===== src/rtl/pcr_host_initiator.sv =====
// Host-side initiator for the PCR request/reply port: one outstanding read or write at a time.
// Optional WAIT-state timeout is built when PCR_TIMEOUT_EN is defined.
module pcr_host_initiator #(
    parameter int ADDR_W         = 5,
    parameter int DATA_W         = 64,
    parameter int TIMEOUT_CYCLES = 255
) (
    input  logic              clk,
    input  logic              reset_n,
    input  logic              cmd_valid,
    output logic              cmd_ready,
    input  logic              cmd_rw,
    input  logic [ADDR_W-1:0] cmd_addr,
    input  logic [DATA_W-1:0] cmd_data,
    output logic              pcr_req_valid,
    input  logic              pcr_req_ready,
    output logic              pcr_req_rw,
    output logic [ADDR_W-1:0] pcr_req_addr,
    output logic [DATA_W-1:0] pcr_req_data,
    input  logic              pcr_rep_valid,
    input  logic [DATA_W-1:0] pcr_rep_data,
    output logic              resp_valid,
    input  logic              resp_ready,
    output logic [DATA_W-1:0] resp_data,
    output logic              resp_err,
    output logic              stray_rep
);
    // state | meaning
    // IDLE  | ready to accept a host command
    // REQ   | request presented to core, waiting for pcr_req_ready
    // WAIT  | request accepted by core, waiting for reply strobe
    // RESP  | response presented to host, waiting for resp_ready
    typedef enum logic [1:0] {IDLE, REQ, WAIT, RESP} state_t;

    state_t state, state_nxt;
    logic   timeout;

`ifdef PCR_TIMEOUT_EN
    logic [15:0] wait_cnt;

    always_ff @(posedge clk or negedge reset_n) begin
        if (!reset_n)
            wait_cnt <= '0;
        else if (state == REQ && pcr_req_ready)
            wait_cnt <= '0;
        else if (state == WAIT)
            wait_cnt <= wait_cnt + 16'd1;
    end

    // A reply in the final WAIT cycle takes priority over the timeout.
    assign timeout = (state == WAIT) && !pcr_rep_valid &&
                     (wait_cnt == 16'(TIMEOUT_CYCLES - 1));

    always_ff @(posedge clk or negedge reset_n) begin
        if (!reset_n)
            resp_err <= 1'b0;
        else if (state == WAIT && (pcr_rep_valid || timeout))
            resp_err <= timeout;
    end
`else
    logic unused_timeout_cfg;
    assign unused_timeout_cfg = ^TIMEOUT_CYCLES;
    assign timeout  = 1'b0;
    assign resp_err = 1'b0;
`endif

    always_ff @(posedge clk or negedge reset_n) begin
        if (!reset_n)
            state <= IDLE;
        else
            state <= state_nxt;
    end

    always_comb begin
        state_nxt = state;
        case (state)
            IDLE:    if (cmd_valid)                 state_nxt = REQ;
            REQ:     if (pcr_req_ready)             state_nxt = WAIT;
            WAIT:    if (pcr_rep_valid || timeout)  state_nxt = RESP;
            RESP:    if (resp_ready)                state_nxt = IDLE;
            default:                                state_nxt = IDLE;
        endcase
    end

    assign cmd_ready     = (state == IDLE);
    assign pcr_req_valid = (state == REQ);
    assign resp_valid    = (state == RESP);

    always_ff @(posedge clk or negedge reset_n) begin
        if (!reset_n) begin
            pcr_req_rw   <= 1'b0;
            pcr_req_addr <= '0;
            pcr_req_data <= '0;
            resp_data    <= '0;
            stray_rep    <= 1'b0;
        end else begin
            if (state == IDLE && cmd_valid) begin
                pcr_req_rw   <= cmd_rw;
                pcr_req_addr <= cmd_addr;
                pcr_req_data <= cmd_data;
            end
            if (state == WAIT && pcr_rep_valid)
                resp_data <= pcr_rep_data;
            else if (timeout)
                resp_data <= '0;
            // Replies outside WAIT are dropped; only the sticky flag records them.
            if (pcr_rep_valid && state != WAIT)
                stray_rep <= 1'b1;
        end
    end

endmodule


===== config.mk =====
export PLATFORM = sky130hd
export DESIGN_NAME = pcr_host_initiator
export DESIGN_NICKNAME = d
export VERILOG_FILES = /design/src/rtl/pcr_host_initiator.sv
export SDC_FILE = /design/constraint.sdc
export NUM_CORES = 1
export LEC_CHECK = 0
export CAP_MARGIN = 15
export CORE_AREA = 2 2 153 95
export DETAILED_ROUTE_END_ITERATION = 6
export DIE_AREA = 0 0 155 97
export HOLD_SLACK_MARGIN = 0.1
export PLACE_DENSITY = 0.79
export SLEW_MARGIN = 20
export SYNTH_ARGS = -nofsm -noshare
export SYNTH_HDL_FRONTEND = slang
export SYNTH_SLANG_ARGS = --single-unit

===== constraint.sdc =====
create_clock -name clk -period 1.85 [get_ports clk]
set_input_delay 0.2775 -clock clk [delete_from_list [all_inputs] [get_ports clk]]
set_output_delay 0.2775 -clock clk [all_outputs]
set_load 0.005 [all_outputs]

==> impl_metrics.py, run 1 <==
metrics = {
    "clock_network": {
        "cts_max_level": 4,
        "cts_tree": "yes",
        "cts.sinks": 137,
        "clk_pin_slew_ps": 60,
        "clockBufferDepth": 2,
        "clock_latency_ps": 400,
        "cts_root_buffer": "clkbuf_16",
        "cts_made_buffers": 17,
    },
    "placement": {
        "place_hpwl_um": 10300,
        "io_buffer_count": 277,
        "dp_cells": 751,
        "gp_congestion": 0.773,
    },
    "route": {
        "drc": 0,
        "postRouteAntennaNets": 0,
        "wl_met3_um": 1300,
        "drt-total-wl_um": 13700,
        "wl_per_cell_um": 17.4,
        "drtIter0Drc": 116,
        "via_count": 3603,
        "met2_length_um": 6640,
        "routed.top_layer": "met4",
        "firstDrtPassIters": 4,
        "vias_per_cell": 4.59,
        "wl_met1_um": 5610,
    },
    "critical_path": {
        "r2r_start": "state[1]$_DFFE_PN0P_",
        "cp-end-kind": "output port",
        "crit_path_start_kind": "register",
        "r2r_cells": 6,
        "cp_num_buf_inv": 1,
        "crit_fanout": 3,
        "cp.arrival_ps": 1530,
        "path_class": "reg -> out",
        "r2r_slack_ps": 70,
        "r2r_end": "resp_data[41]$_DFFE_PN0P_",
        "cp_slowest_cell": "clkdlybuf4s50_1",
        "required_ps": 1570,
        "max_stage_delay_ps": 510,
        "path_cells": "ha_2 -> clkdlybuf4s50_1",
        "crit_family": "buffers and inverters",
    },
    "timing": {
        "slew_viol_final": 0,
        "max_clock_freq_ghz": 0.553,
        "min_period_ps": 1810,
        "finClkSkew_ps": 7.85,
        "tns_ps": 0,
        "fin_crit_sh_pct": 97.8,
        "finalHoldViolCount": 0,
        "setup_violations": 0,
    },
    "logic_synthesis": {
        "synth.most_common_cell": "dfrtp_1",
        "synth_commonest_cells": "137 x dfrtp_1, 129 x mux2_2, 11 x buf_6",
        "synthTopCellsByArea": "dfrtp_1 65%, mux2_2 28%, buf_6 2.4%",
        "yosysTopAreaCell": "dfrtp_1",
        "syn_inst": 303,
        "synthDistinctLibCells": 17,
        "synth_flop_cell": "dfrtp_1",
        "synth_fp_nets": 447,
        "ys_ff_latch": 137,
        "synth_top_area_share_pct": 65.1,
        "synth_edf_count": 0,
        "avgSynthCellArea_um2": 17.4,
        "yosysSeqAreaShare_pct": 65.1,
        "synthesis.area_mm2": 0.00526,
        "async_flop_share_pct": 100,
        "synth.yosys.warnings": 0,
    },
    "layout": {
        "fillers": 987,
        "area_delta_synth_final_pct": 69.1,
        "n_antenna_cell": 0,
        "fin_cells": 785,
        "multi_input_area_mm2": 0.00168,
        "final_nets": 743,
        "ff_latch_area_mm2": 0.00343,
        "layout-drive-gt1-share_pct": 30.3,
    },
    "outcome": {
        "status": "finished clean",
    },
    "die": {
        "initial_core_util_pct": 39.0,
        "dieArea_mm2": 0.0150,
        "ios": 279,
        "core-area_mm2": 0.0135,
        "num_rows": 33,
        "dieHeight_um": 97,
        "die_x_um": 155,
    },
    "global_route": {
        "antenna_found_initial": 0,
        "grt_pass1_vias": 3976,
        "grtUsageTotal_pct": 18.5,
        "grt_overflow_total": 0,
        "grt_start_max_net_pins": 54,
        "grt_pass1_wl_um": 21600,
    },
    "pwr": {
        "peakVddDrop_uv": 845,
        "leakage_nw": 3.77,
        "p_per_area_mw_per_mm2": 1720,
    },
    "flow_run": {
        "drv_cap": 0,
    },
    "min_path": {
        "hp-class": "in -> async",
    },
}
## flip-flops by register name (all words and copies together) (netlist names)
| register | count |
|---|---|
| pcr_req_data | 64 |
| resp_data | 64 |
| pcr_req_addr | 5 |
| pcr_req_rw | 1 |
| stray_rep | 1 |
| state | 2 |
## how the worst max path moves through the flow
stage	from	to	depth (start not counted)	slack (ps)
floorplan	state[0]$_DFFE_PN0P_	pcr_req_addr[0]$_DFFE_PN0P_	5	410
detailed placement	state[1]$_DFFE_PN0P_	pcr_req_data[29]$_DFFE_PN0P_	5	160
global route	state[0]$_DFFE_PN0P_	resp_valid	2	-3
global placement	cmd_valid	pcr_req_data[26]$_DFFE_PN0P_	4	210
CTS	state[0]$_DFFE_PN0P_	resp_valid	2	2
finish	state[0]$_DFFE_PN0P_	resp_valid	2	40
## area by class of cell
class                   count  area share [%]
clock inverters            11            2.21
multi-input cells         149            18.9
repair buffers            291            32.9
clock buffers              19            4.87
inverters                   3           0.127
flip-flops and latches    137            38.5
well taps                 175            2.46
## through the flow
stage / cell area [um2] / util, % / total power [mW] / hold slack, ps / setup WS (ps)
floorplan: 5260 / - / 7.75 / -18.1 / 405
global placement: 8220 / 60.9 / 11.5 / 242 / 209
detailed placement: 8220 / 60.9 / 11.7 / 250 / 160
CTS: 8880 / 65.8 / 15.5 / 382 / 2.22
global route: 8900 / 65.9 / 16.2 / 397 / -3.48
finish: 8900 / 65.9 / 15.3 / 376 / 40.9
## power breakdown
part / internal [mW] / switching [mW] / total, mW
Sequential: 4.54 / 0.794 / 5.34
Combinational: 4.46 / 1.89 / 6.36
Clock: 2.39 / 1.25 / 3.64
Total: 11.4 / 3.94 / 15.3
## timing repair
item / 4_1_cts / 5_1_grt
endpoints found under the hold margin: 43 / 0
hold buffers: 1 / 0
setup buffers: 1 / 2
gates resized for setup: 7 / 1
setup endpoints to repair: 3 / 1
## per-layer routing
layer | vias up | global-route usage [%]
met5 | - | 0
met4 | 0 | 5.27
met3 | 12 | 8.24
met2 | 164 | 30.3
met1 | 1783 | 22.2
li1 | 1644 | -
## cells in the final DEF (no fill, tap or decap)
cell type / count
inv_2: 2
a21o_2: 1
ha_4: 1
mux2_1: 1
buf_6: 1
buf_4: 9
dlygate4sd2_1: 2
ha_2: 2
mux2_4: 5
nand2_2: 1
clkinv_4: 1
clkdlybuf4s50_1: 274
clkinvlp_4: 2
clkinv_2: 1
conb_1: 1
nand2b_1: 3
clkbuf_16: 17
inv_6: 2
bufinv_16: 5
ha_1: 1
buf_12: 4
mux2i_1: 1
dfrtp_1: 137
nor2_1: 1
dlygate4sd3_1: 1
mux2_2: 129
nand2_4: 1
o2111a_2: 1
clkbuf_1: 2
inv_1: 1
## worst reg2reg max path, stage by stage, from the launching register on
cell     delay, ps
dfrtp_1        390
buf_4          150
buf_4          130
ha_1           230
nand2_4         90
buf_12         240
mux2_2         420
## cells by family after synthesis
| kind of cell | count (synthesis) | share of synthesized area [%] |
|---|---|---|
| flip-flops | 137 | 65.1 |
| other | 1 | 0.0713 |
| multiplexers | 136 | 29.4 |
| buffers and inverters | 17 | 3.23 |
| AND/OR/NAND/NOR | 6 | 0.761 |
| adder cells (fa/ha/maj) | 4 | 0.951 |
| AO/OA/AOI/OAI | 2 | 0.404 |
No activity file was read; power rests on OpenSTA's default activity.
==> run 2, diff against run 1 <==
--- a/config.mk
+++ b/config.mk
@@ -9,8 +9,8 @@
 export CORE_AREA = 2 2 153 95
 export DETAILED_ROUTE_END_ITERATION = 6
 export DIE_AREA = 0 0 155 97
-export HOLD_SLACK_MARGIN = 0.1
 export PLACE_DENSITY = 0.79
+export REMOVE_ABC_BUFFERS = 1
 export SLEW_MARGIN = 20
 export SYNTH_ARGS = -nofsm -noshare
 export SYNTH_HDL_FRONTEND = slang
==> impl_metrics.py, run 2 (synthesized netlist as in run 1, its figures left out) <==
metrics = {
    "outcome": {
        "status": "finished clean",
    },
    "global_route": {
        "grt_pass1_wl_um": 22000,
        "grt_overflow_total": 0,
        "antenna_found_initial": 0,
        "grt_start_max_net_pins": 54,
        "grt_pass1_vias": 4107,
        "grtUsageTotal_pct": 18.7,
    },
    "critical_path": {
        "required_ps": 1570,
        "path_class": "reg -> out",
        "cp_slowest_cell": "clkdlybuf4s50_1",
        "cp-end-kind": "output port",
        "r2r_start": "state[1]$_DFFE_PN0P_",
        "crit_family": "buffers and inverters",
        "r2r_slack_ps": 140,
        "crit_path_start_kind": "register",
        "max_stage_delay_ps": 510,
        "path_cells": "ha_1 -> clkdlybuf4s50_1",
        "cp.arrival_ps": 1490,
        "cp_num_buf_inv": 1,
        "crit_fanout": 3,
        "startpoint": "state[1]$_DFFE_PN0P_",
    },
    "pwr": {
        "peakVddDrop_uv": 746,
        "p_per_area_mw_per_mm2": 1720,
        "leakage_nw": 3.79,
        "totalPowerFinal_mw": 15.3,
    },
    "route": {
        "postRouteAntennaNets": 0,
        "wl_per_cell_um": 17.5,
        "firstDrtPassIters": 4,
        "via_count": 3645,
        "vias_per_cell": 4.64,
        "drtIter0Drc": 129,
        "drt-total-wl_um": 13800,
        "drc": 0,
    },
    "clock_network": {
        "cts.sinks": 137,
        "clock_latency_ps": 390,
        "cts_max_level": 4,
        "cts_made_buffers": 17,
        "clockBufferDepth": 2,
        "clk_pin_slew_ps": 60,
        "cts_tree": "yes",
        "cts_root_buffer": "clkbuf_16",
    },
    "timing": {
        "rsz0062_at_grt": "no",
        "slew_viol_final": 0,
        "max_clock_freq_ghz": 0.567,
        "finClkSkew_ps": 7.14,
        "finalHoldViolCount": 0,
        "fin_crit_sh_pct": 95.4,
        "setup_violations": 0,
        "hold_ws_ps": 389,
        "min_period_ps": 1760,
    },
    "layout": {
        "layout_common_cells": "274 x clkdlybuf4s50_1, 137 x dfrtp_1, 129 x mux2_2, 17 x clkbuf_16, 10 x buf_4",
        "layout-drive-gt1-share_pct": 30.3,
        "final_nets": 744,
        "top_regs": "pcr_req_data (64), resp_data (64), pcr_req_addr (5)",
        "n_antenna_cell": 0,
        "final_common_cell": "clkdlybuf4s50_1",
        "area_delta_synth_final_pct": 69.3,
    },
    "die": {
        "initial_core_util_pct": 39.0,
        "dieArea_mm2": 0.0150,
        "ios": 279,
        "die_x_um": 155,
        "num_rows": 33,
        "core-area_mm2": 0.0135,
        "dieHeight_um": 97,
    },
    "placement": {
        "gp_congestion": 0.771,
        "io_buffer_count": 277,
        "place_hpwl_um": 10500,
    },
    "flow_run": {
        "drv_cap": 0,
    },
    "min_path": {
        "hp-class": "in -> async",
    },
}
-- run 2: cell types whose count changed in the layout (fill, tap and decap cells not counted), sizes merged --
| cell | change |
|---|---|
| buf | +1 |
| clkinv | +3 |
| clkinvlp | -1 |
| dlygate4sd2 | -1 |
| dlymetal6s2s | +1 |
| inv | -2 |
-- run 2: through the flow --
step | std cells | TNS [ps] | setup WS (ps) | area (um2) | utilization (%)
detailed placement | 754 | 0 | 131 | 8240 | 61.1
global route | 786 | 0 | 28.9 | 8910 | 66.0
floorplan | 289 | -15200 | -217 | 5100 | -
finish | 786 | 0 | 85.4 | 8910 | 66.0
global placement | 754 | 0 | 178 | 8240 | 61.1
CTS | 786 | 0 | 2.46 | 8910 | 66.0
-- run 2: power breakdown --
part / leakage (nW) / internal [mW] / total, mW / switching, mW
logic: 1.86 / 4.47 / 6.38 / 1.91
registers: 1.62 / 4.54 / 5.32 / 0.779
clock network: 0.309 / 2.42 / 3.64 / 1.22
-- run 2: repair_timing --
item / CTS / global route
gates resized for setup: 4 / 1
hold buffers: 1 / 0
setup buffers: 1 / 0
endpoints found under the setup margin: 2 / 1
hold endpoints to repair: 42 / 0
-- run 2: layout make-up --
type	count	area [um2]
timing repair buffer	292	2940
clock inverter	11	198
fill	963	4590
multi-input combinational	149	1670
inverter	3	11.3
clock buffer	19	443
tap	175	219
sequential	137	3430
-- run 2: per-layer routing --
metal	up-vias	track usage, %	part of all wire (%)
li1	1653	-	-
met1	1812	22.4	40
met4	0	5.70	1.4
met3	18	7.53	9.5
met5	-	0	0
met2	162	30.8	49
-- run 2: path summary, 6_finish.rpt --
path,endpoint,cells past startpoint
min reg2reg,stray_rep$_DFFE_PN0P_,1
min in group clk,resp_data[39]$_DFFE_PN0P_,2
max in group asynchronous,pcr_req_data[29]$_DFFE_PN0P_,3
max,resp_valid,2
max reg2reg,resp_data[59]$_DFFE_PN0P_,5
min,resp_data[18]$_DFFE_PN0P_,2
==> run 3, diff against run 2 <==
--- a/config.mk
+++ b/config.mk
@@ -5,10 +5,10 @@
 export SDC_FILE = /design/constraint.sdc
 export NUM_CORES = 1
 export LEC_CHECK = 0
-export CAP_MARGIN = 15
 export CORE_AREA = 2 2 153 95
 export DETAILED_ROUTE_END_ITERATION = 6
 export DIE_AREA = 0 0 155 97
+export GPL_ROUTABILITY_DRIVEN = 0
 export PLACE_DENSITY = 0.79
 export REMOVE_ABC_BUFFERS = 1
 export SLEW_MARGIN = 20
==> results of run 3 <==
The final DEF is identical to that of run 2; final timing and power are the same.
